===== config.mk =====
export PLATFORM = sky130hd
export DESIGN_NAME = hazard_ctrl
export DESIGN_NICKNAME = d
export VERILOG_FILES = /design/src/rtl/pipe_defs.sv /design/src/rtl/sat_counter.sv /design/src/rtl/hazard_ctrl.sv
export SDC_FILE = /design/constraint.sdc
export NUM_CORES = 1
export LEC_CHECK = 0
export BUFFER_PORTS_ARGS = -buffer_cell sky130_fd_sc_hd__buf_4
export CAP_MARGIN = 10
export CORE_UTILIZATION = 49
export DETAILED_ROUTE_END_ITERATION = 16
export HOLD_SLACK_MARGIN = 0.03
export PLACE_DENSITY = 0.79
export SLEW_MARGIN = 40
export SYNTH_ARGS = -nofsm -noshare
export SYNTH_HDL_FRONTEND = slang
export SYNTH_SLANG_ARGS = --single-unit

===== constraint.sdc =====
create_clock -name clk -period 2.5 [get_ports clk]
set_input_delay 0.25 -clock clk [delete_from_list [all_inputs] [get_ports clk]]
set_output_delay 0.25 -clock clk [all_outputs]
set_load 0.01 [all_outputs]

===== src/rtl/pipe_defs.sv =====
// Shared pipeline definitions: control word layout and hazard controller state encoding.
package pipe_defs;

  localparam int unsigned CTRL_W = 13;

  // Same value the ID/EX register holds after reset, so a bubble looks like a reset slot.
  localparam logic [CTRL_W-1:0] CTRL_NOP = 13'h0001;

  localparam int unsigned CTRL_MEM_READ = 4;

  typedef enum logic {
    RUN     = 1'b0,
    MC_BUSY = 1'b1
  } hz_state_e;

endpackage


===== src/rtl/sat_counter.sv =====
// Saturating up-counter with synchronous clear; clear has priority over increment.
module sat_counter #(
  parameter int unsigned W = 32
) (
  input  logic         clk,
  input  logic         reset,
  input  logic         i_inc,
  input  logic         i_clr,
  output logic [W-1:0] o_count
);

  logic [W-1:0] r_count;

  always_ff @(posedge clk) begin
    if (reset || i_clr) begin
      r_count <= '0;
    end else if (i_inc && (r_count != '1)) begin
      r_count <= r_count + W'(1);
    end
  end

  assign o_count = r_count;

endmodule


===== src/rtl/hazard_ctrl.sv =====
// Hazard controller for the ID/EX stage: load-use stalls, taken-branch flushes and
// multi-cycle EX holds, plus a saturating count of stalled cycles.
module hazard_ctrl
  import pipe_defs::*;
#(
  parameter int unsigned MC_LATENCY = 4,
  parameter int unsigned CNT_W      = 32
) (
  input  logic              clk,
  input  logic              reset,
  input  logic [CTRL_W-1:0] id_ex_control,
  input  logic [4:0]        id_ex_rt,
  input  logic [4:0]        if_id_rs,
  input  logic [4:0]        if_id_rt,
  input  logic              if_id_uses_rt,
  input  logic              ex_branch_taken,
  input  logic              ex_mc_start,
  input  logic              perf_clr,
  output logic              pc_write,
  output logic              if_id_write,
  output logic              if_id_flush,
  output logic              id_ex_bubble,
  output logic              ex_hold,
  output logic [CNT_W-1:0]  stall_cycles
);

  localparam int unsigned McCntW = (MC_LATENCY > 2) ? $clog2(MC_LATENCY - 1) : 1;
  localparam logic [McCntW-1:0] McLoad = McCntW'(MC_LATENCY - 2);

  hz_state_e         r_state;
  logic [McCntW-1:0] r_mc_cnt;

  logic w_load_use;
  logic w_busy;
  logic w_go_busy;
  logic w_stall_inc;
  logic w_unused_ctrl;

  assign w_unused_ctrl = ^id_ex_control;

  assign w_load_use = id_ex_control[CTRL_MEM_READ] && (id_ex_rt != 5'd0) &&
                      ((id_ex_rt == if_id_rs) || (if_id_uses_rt && (id_ex_rt == if_id_rt)));

  // Busy only while cycles remain; the mc_cnt==0 cycle behaves like RUN minus mc_start.
  assign w_busy = (r_state == MC_BUSY) && (r_mc_cnt != '0);

  always_comb begin
    pc_write     = 1'b1;
    if_id_write  = 1'b1;
    if_id_flush  = 1'b0;
    id_ex_bubble = 1'b0;
    ex_hold      = 1'b0;
    w_go_busy    = 1'b0;
    if (reset) begin
      pc_write     = 1'b0;
      if_id_write  = 1'b0;
      if_id_flush  = 1'b1;
      id_ex_bubble = 1'b1;
    end else if (w_busy) begin
      pc_write    = 1'b0;
      if_id_write = 1'b0;
      ex_hold     = 1'b1;
    end else if (ex_branch_taken) begin
      if_id_flush  = 1'b1;
      id_ex_bubble = 1'b1;
    end else if ((r_state == RUN) && ex_mc_start) begin
      pc_write    = 1'b0;
      if_id_write = 1'b0;
      ex_hold     = 1'b1;
      w_go_busy   = 1'b1;
    end else if (w_load_use) begin
      pc_write     = 1'b0;
      if_id_write  = 1'b0;
      id_ex_bubble = 1'b1;
    end
  end

  always_ff @(posedge clk) begin
    if (reset) begin
      r_state  <= RUN;
      r_mc_cnt <= '0;
    end else if (w_go_busy) begin
      r_state  <= MC_BUSY;
      r_mc_cnt <= McLoad;
    end else if (w_busy) begin
      r_mc_cnt <= r_mc_cnt - McCntW'(1);
    end else begin
      r_state <= RUN;
    end
  end

  assign w_stall_inc = !reset && !pc_write;

  sat_counter #(
    .W (CNT_W)
  ) u_stall_cnt (
    .clk     (clk),
    .reset   (reset),
    .i_inc   (w_stall_inc),
    .i_clr   (perf_clr),
    .o_count (stall_cycles)
  );

endmodule


==> parameters.txt, run 1 <==
Parameter                              Value

Routing
  Final routed wire length divided by cell count ... 12.46 um
  DRC marker count from the first detailed-route iteration ... 110
  Number of optimization iterations in the first detailed-route pass ... 4
  Vias post-DR ... 1856
  Total Routed Length ... 4237 um
  DR DRC count ... 0
  Via density ... 5.459
  Remaining number of nets flagged by the antenna check after routing ... 0

Clock tree
  Cts bufs inserted ... 5
  Post-CTS setup buffers ... 0
  Later-pin clock latency in the skew report ... 0.28 ns
  Htree depth ... 2
  Clk slew on worst S/H paths ... 0.07 ns
  Post-CTS Hold Fix Bufs ... 0
  Count of clock tree sinks ... 35
  CTS Root Cell ... clkbuf_8
  Maximum number of buffers from clock root to sink ... 2
  Clock tree from TritonCTS ... done
  PostCTS Resize Cnt ... 0

Critical path
  Crit. Startpoint ... u_stall_cnt.o_count[21]$_SDFFE_PP0P_
  Critical path destination ... u_stall_cnt.o_count[3]$_SDFFE_PP0P_
  Reg2Reg Capture Point ... u_stall_cnt.o_count[3]$_SDFFE_PP0P_
  Startpoint types ... register
  Critical Path AT ... 2.45 ns
  RR Startpoint ... u_stall_cnt.o_count[21]$_SDFFE_PP0P_
  Cell chain of the critical path ... and4_1, and3_1, nand3_2, or4_4, nand4b_1, xor2_1, nor2_1
  Cell depth of the worst flop-to-flop path ... 7
  Master of the slowest instance on the critical path ... or4_4
  Total stage count of the critical path ... 7
  Dominant delay contributor by cell family on the critical path ... simple AND/OR/NAND/NOR gates
  Maximum fanout along the worst path ... 20
  Slowest Stage Delay on Critical Path ... 0.66 ns
  Total buffers and inverters traversed by the critical path ... 0
  Crit path kind ... reg2reg
  Element type at the critical path end ... register
  Data required time of the critical path ... 2.65 ns
  Reg2Reg Setup Slack ... 0.20 ns

Yosys
  Number of enable-type register cells in the synthesized netlist ... 0
  Syn Nets ... 268
  Library cells used by synthesis ... 43
  Cell type with the largest total area after synthesis ... dfxtp_1
  Part of the Yosys area used for sequential elements ... 36.29%
  Post-synth ARST share ... 0%
  Total standard cell area after synthesis ... 0.001931 sq mm
  Synth top area share ... 36.29%
  Count leader, synth ... nor2_1
  Warnings, synthesis ... 0
  Number of instances in the synthesized netlist ... 232
  Mean post-synth cell area ... 8.322 sq um
  Top cells by area in the synthesized netlist ... dfxtp_1 (36%), xor2_1 (9.5%), nor2_1 (7.0%)
  Most used DFF post-synth ... dfxtp_1
  Most common library cells after synthesis ... nor2_1 (36), dfxtp_1 (35), xor2_1 (21)
  Synthesized flop and latch total ... 35

Power
  Leakage dissipation ... 1.002 nW
  Worst supply voltage drop on vdd ... 0.2849 mV
  Switching Power ... 249.3 uW
  Part of the power in the clock network ... 39.6%
  Sequential power share ... 50.4%
  Design internal power ... 868.7 uW
  Logic pwr share ... 10.0%
  Cell area power density ... 446.5 mW/mm^2
  Switching power share of the total ... 22.30%

STA
  Transition at the pin with the smallest max-transition slack ... 0.6045 ns
  Minimum clock period after layout ... 2.304 ns
  Final setup fails ... 0
  Worst slew slack as a fraction of its limit ... 59.70%
  Total Neg Setup Slack ... 0 ns
  Count of pins over their slew limit ... 0
  Skew final ... 0.004579 ns
  Final hold violation count ... 0
  RSZ-0062 raised after global routing ... false
  Maximum clock frequency ... 0.4340 GHz
  Fin crit share ... 92.16%

Cells and area
  Count of antenna diodes in the layout ... 0
  Signed area change from the synthesized netlist to the final layout ... 29.68%
  Layout Nets ... 327
  Final-layout fill cell count ... 321
  Utilization after layout ... 67.37%
  Share of layout cells above drive strength 1 ... 26.71%

Global route
  Initial antenna violation count ... 0
  Global router's overall resource usage ... 21.81%
  First-pass GRT wire length ... 7272 um
  Largest net degree at the start of global routing ... 31
  Vias in the first global route ... 1661
  Global route total overflow ... 0

Floorplan
  Die height ... 64.77 um
  Starting density of the core ... 51.95%
  Core region area ... 0.003716 sq mm
  Num rows ... 22
  DIE WIDTH ... 64.77 um
  Total Die Area ... 0.004195 sq mm
  I/O pins ... 71

Worst hold path
  Path class of the lowest-slack min-delay path ... in2reg

Outcome
  Run status ... complete, no violations

Place
  Port-buffer cells ... 58
  Post-detail-place hpwl ... 3026 um
  RePlAce Congestion ... 0.7546

Run
  Maximum Capacitance Violations ... 0
==> worst register-to-register path: stages (launching register included) <==
cell and delay (ns):
dfxtp_1 0.44, and4_1 0.25, and3_1 0.22, nand3_2 0.16, or4_4 0.66, nand4b_1 0.25
xor2_1 0.17, nor2_1 0.05
==> kinds of logic (layout without fill, tap and decap cells) <==
logic type	after synthesis	after routing	synth area share, %
AOI/OAI and AO/OA	21	21	7.259
muxes	3	3	1.555
and+or+nand+nor	122	122	34.54
adders and majority gates	2	2	1.296
xor gates and xnor gates	33	33	14.97
DFF	35	35	36.29
buffers and inverters	16	76	4.083
==> layout make-up <==
class	instances	area, sq um	share of cell area [%]
clock buffer	8	100.1	3.998
timing repair buffer	63	473.0	18.89
inverter	5	18.77	0.7496
multi-input combinational	181	1151	45.98
sequential	35	700.7	27.99
tap	48	60.06	2.399
==> flip-flops by register name, summed over array words and instances (netlist names) <==
name	flops
r_mc_cnt	2
r_state	1
u_stall_cnt.o_count	32
==> cells in the final DEF (no fill, tap or decap), types with 5 or more instances in the layout <==
cell | Yosys | final
o21ai_0 | 6 | 6
nand2_1 | 17 | 17
nand3_1 | 12 | 12
clkbuf_8 | 0 | 7
or3_1 | 6 | 6
nor2_1 | 36 | 36
xnor2_1 | 12 | 12
dfxtp_1 | 35 | 35
buf_4 | 1 | 63
xor2_1 | 21 | 21
inv_1 | 5 | 5
a21oi_1 | 8 | 8
and3_1 | 12 | 12
nand4_1 | 14 | 14
==> power groups by stage <==
| stage | clock network (mW) | registers (mW) | logic, mW |
|---|---|---|---|
| final | 0.443 | 0.563 | 0.112 |
| after global routing | 0.477 | 0.563 | 0.123 |
| after CTS | 0.447 | 0.563 | 0.113 |
| after detailed placement | 0 | 0.576 | 0.112 |
| after global placement | 0 | 0.576 | 0.110 |
| after floorplan | 0 | 0.576 | 0.0603 |
==> layer usage <==
metal / wire length [um] / GRT usage (%) / up-vias
met5: 0 / 0 / -
met2: 2108 / 36.98 / 63
li1: - / - / 933
met4: 27 / 6.111 / 0
met1: 1860 / 27.84 / 858
met3: 241 / 4.225 / 2
==> stage by stage <==
step           std cells  power (mW)  hold WS (ns)  cell area, sq um  setup WS [ns]
6_report             340       1.118        0.2302              2504         0.1959
5_1_grt              340       1.163        0.2388              2504        0.05892
4_1_cts              340       1.123        0.2238              2504         0.1924
3_5_place_dp         332      0.6880        0.4779              2404         0.2376
3_3_place_gp         332      0.6859        0.4708              2404         0.2579
2_1_floorplan        232      0.6361        0.4294              1931         0.2428
==> worst min path at each step <==
stage / endpoint / slack, ns / start / depth (start not counted)
after floorplan: u_stall_cnt.o_count[25]$_SDFFE_PP0P_ / 0.43 / perf_clr / 2
after global placement: r_mc_cnt[1]$_SDFFE_PP0P_ / 0.47 / r_mc_cnt[1]$_SDFFE_PP0P_ / 2
after detailed placement: r_mc_cnt[1]$_SDFFE_PP0P_ / 0.48 / r_mc_cnt[1]$_SDFFE_PP0P_ / 2
after CTS: r_mc_cnt[0]$_SDFFE_PP0P_ / 0.22 / reset / 2
after global routing: r_state$_SDFFE_PP0P_ / 0.24 / reset / 2
final: r_mc_cnt[0]$_SDFFE_PP0P_ / 0.23 / reset / 2
Power figures use the tool's default switching activity.
==> inputs of run 2 (changes only) <==
--- a/config.mk
+++ b/config.mk
@@ -5,7 +5,7 @@
 export SDC_FILE = /design/constraint.sdc
 export NUM_CORES = 1
 export LEC_CHECK = 0
-export BUFFER_PORTS_ARGS = -buffer_cell sky130_fd_sc_hd__buf_4
+export BUFFER_PORTS_ARGS = -buffer_cell sky130_fd_sc_hd__buf_2
 export CAP_MARGIN = 10
 export CORE_UTILIZATION = 49
 export DETAILED_ROUTE_END_ITERATION = 16
==> parameters.txt, run 2 (synthesis gave the netlist of run 1 again) <==
Parameter                              Value

Outcome
  Run status ... complete, no violations (unchanged)

Global route
  Initial antenna violation count ... 0 (unchanged)
  Global route total overflow ... 0 (unchanged)
  Global router's overall resource usage ... 21.22% (was 21.81%)
  Vias in the first global route ... 1611 (was 1661)
  First-pass GRT wire length ... 6906 um (was 7272 um)
  Largest net degree at the start of global routing ... 31 (unchanged)

Power
  Total power draw ... 1.266 mW (was 1.118 mW)
  Leakage dissipation ... 0.9927 nW (was 1.002 nW)
  Cell area power density ... 531.0 mW/mm^2 (was 446.5 mW/mm^2)
  Worst supply voltage drop on vdd ... 0.2885 mV (was 0.2849 mV)

Place
  RePlAce Congestion ... 0.7265 (was 0.7546)
  Post-detail-place hpwl ... 3064 um (was 3026 um)
  Port-buffer cells ... 58 (unchanged)

Cells and area
  Layout Nets ... 326 (was 327)
  Share of layout cells above drive strength 1 ... 26.46% (was 26.71%)
  Max reg flops ... 32 (unchanged)
  Signed area change from the synthesized netlist to the final layout ... 23.46% (was 29.68%)
  Most common cell after layout, fill and taps aside ... buf_2 (was buf_4)
  Commonest cells after routing, fill and taps aside ... buf_2 (58), nor2_1 (36), dfxtp_1 (35) (was buf_4 (63), nor2_1 (36), dfxtp_1 (35))
  Count of antenna diodes in the layout ... 0 (unchanged)

STA
  Transition at the pin with the smallest max-transition slack ... 0.5849 ns (was 0.6045 ns)
  Total Neg Setup Slack ... 0 ns (unchanged)
  RSZ-0062 raised after global routing ... false (unchanged)
  Count of pins over their slew limit ... 0 (unchanged)
  Final hold violation count ... 0 (unchanged)
  Maximum clock frequency ... 0.4390 GHz (was 0.4340 GHz)
  Fin crit share ... 91.12% (was 92.16%)
  Minimum clock period after layout ... 2.278 ns (was 2.304 ns)
  Worst slew slack as a fraction of its limit ... 61.01% (was 59.70%)
  Final setup fails ... 0 (unchanged)
  Skew final ... 0.004851 ns (was 0.004579 ns)

Clock tree
  Clock tree from TritonCTS ... done (unchanged)
  Count of clock tree sinks ... 35 (unchanged)
  Post-CTS setup buffers ... 0 (unchanged)
  PostCTS Resize Cnt ... 0 (unchanged)
  Htree depth ... 2 (unchanged)
  Maximum number of buffers from clock root to sink ... 2 (unchanged)
  Post-CTS Hold Fix Bufs ... 0 (unchanged)
  CTS Root Cell ... clkbuf_8 (unchanged)
  Clk slew on worst S/H paths ... 0.07 ns (about the same)
  Later-pin clock latency in the skew report ... 0.29 ns (was 0.28 ns)
  Cts bufs inserted ... 5 (unchanged)

Critical path
  RR Startpoint ... u_stall_cnt.o_count[21]$_SDFFE_PP0P_ (unchanged)
  Slowest Stage Delay on Critical Path ... 0.66 ns (about the same)
  Cell chain of the critical path ... and4_1, and3_1, nand3_2, or4_4, nand4b_1, xor2_1, nor2_1 (unchanged)
  Maximum fanout along the worst path ... 20 (unchanged)
  Cell depth of the worst flop-to-flop path ... 7 (unchanged)
  Reg2Reg Setup Slack ... 0.22 ns (was 0.20 ns)
  Startpoint types ... register (unchanged)
  Reg2Reg Capture Point ... u_stall_cnt.o_count[3]$_SDFFE_PP0P_ (unchanged)
  Data required time of the critical path ... 2.66 ns (was 2.65 ns)
  Element type at the critical path end ... register (unchanged)
  Dominant delay contributor by cell family on the critical path ... simple AND/OR/NAND/NOR gates (unchanged)
  Total buffers and inverters traversed by the critical path ... 0 (unchanged)
  Critical Path AT ... 2.44 ns (was 2.45 ns)
  Master of the slowest instance on the critical path ... or4_4 (unchanged)
  Crit path kind ... reg2reg (unchanged)

Worst hold path
  Worst hold start ... perf_clr (was reset)
  Path class of the lowest-slack min-delay path ... in2reg (unchanged)
  Endpoint of the worst hold path ... u_stall_cnt.o_count[29]$_SDFFE_PP0P_ (was r_mc_cnt[0]$_SDFFE_PP0P_)
  Worst Hold Depth ... 3 (was 2)

Routing
  Sum of met2 wire segment lengths after detailed routing ... 2076 um (was 2108 um)
  Post-route met1 wirelength ... 1906 um (was 1860 um)
  Number of optimization iterations in the first detailed-route pass ... 4 (unchanged)
  Total Routed Length ... 4259 um (was 4237 um)
  DRC marker count from the first detailed-route iteration ... 71 (was 110)
  Remaining number of nets flagged by the antenna check after routing ... 0 (unchanged)
  Final routed wire length divided by cell count ... 12.56 um (was 12.46 um)
  Met3 WL ... 191 um (was 241 um)
  Vias post-DR ... 1841 (was 1856)
  Via density ... 5.431 (was 5.459)
  Uppermost routed layer ... met4 (unchanged)
  DR DRC count ... 0 (unchanged)

Run
  Maximum Capacitance Violations ... 0 (unchanged)

Floorplan
  Core region area ... 0.003716 sq mm (unchanged)
  Num rows ... 22 (unchanged)
  I/O pins ... 71 (unchanged)
  Total Die Area ... 0.004195 sq mm (unchanged)
  Die height ... 64.77 um (unchanged)
  DIE WIDTH ... 64.77 um (unchanged)
  Starting density of the core ... 51.95% (unchanged)
-- run 2: cell count changes in the layout (fill, tap and decap cells not counted) --
cell | previous run | this run
buf_4 | 63 | 4
clkbuf_8 | 7 | 5
bufinv_16 | 0 | 2
buf_2 | 0 | 58
-- run 2: metal layers --
| metal | GRT usage [%] | up-vias |
|---|---|---|
| li1 | - | 931 |
| met1 | 25.24 | 845 |
| met2 | 36.07 | 56 |
| met3 | 4.401 | 9 |
| met4 | 10.00 | 0 |
| met5 | 0 | - |
-- run 2: worst max-delay path by stage --
stage	from	slack, ns	to	cells past startpoint
after floorplan	u_stall_cnt.o_count[0]$_SDFFE_PP0P_	0.24	u_stall_cnt.o_count[2]$_SDFFE_PP0P_	10
after global placement	u_stall_cnt.o_count[21]$_SDFFE_PP0P_	0.27	u_stall_cnt.o_count[3]$_SDFFE_PP0P_	7
after detailed placement	u_stall_cnt.o_count[21]$_SDFFE_PP0P_	0.24	u_stall_cnt.o_count[3]$_SDFFE_PP0P_	7
after CTS	u_stall_cnt.o_count[21]$_SDFFE_PP0P_	0.23	u_stall_cnt.o_count[3]$_SDFFE_PP0P_	7
after global routing	u_stall_cnt.o_count[3]$_SDFFE_PP0P_	0.05	u_stall_cnt.o_count[31]$_SDFFE_PP0P_	7
final	u_stall_cnt.o_count[21]$_SDFFE_PP0P_	0.22	u_stall_cnt.o_count[3]$_SDFFE_PP0P_	7
-- run 2: stage by stage --
stage	cells	hold WS, ns	worst slack, ns	utilization [%]	cell area, sq um
after detailed placement	331	0.4703	0.2384	60.57	2251
after CTS	339	0.2518	0.2323	64.14	2384
after floorplan	232	0.4294	0.2428	-	1931
final	339	0.2661	0.2219	64.14	2384
after global routing	339	0.2893	0.05156	64.14	2384
after global placement	331	0.4707	0.2699	60.57	2251
-- run 2: final cells by class --
type | instances | area, sq um
tap | 48 | 60.06
fill | 347 | 1333
sequential | 35 | 700.7
clock buffer | 6 | 72.57
multi-input combinational | 181 | 1151
inverter | 5 | 18.77
clock inverter | 2 | 60.06
timing repair buffer | 62 | 320.3
-- run 2: report_power, final --
| part | switching, mW | internal, mW | total (mW) | leakage (nW) |
|---|---|---|---|---|
| Sequential | 0.00201 | 0.561 | 0.563 | 0.282 |
| Clock | 0.205 | 0.399 | 0.604 | 0.0654 |
| Combinational | 0.0554 | 0.0435 | 0.0989 | 0.645 |
-- run 2: worst min-delay path: cells and delay by family --
family	cells	cell delay, ns
buffers and inverters	1	0.10
and+or+nand+nor	1	0.10
muxes	1	0.06
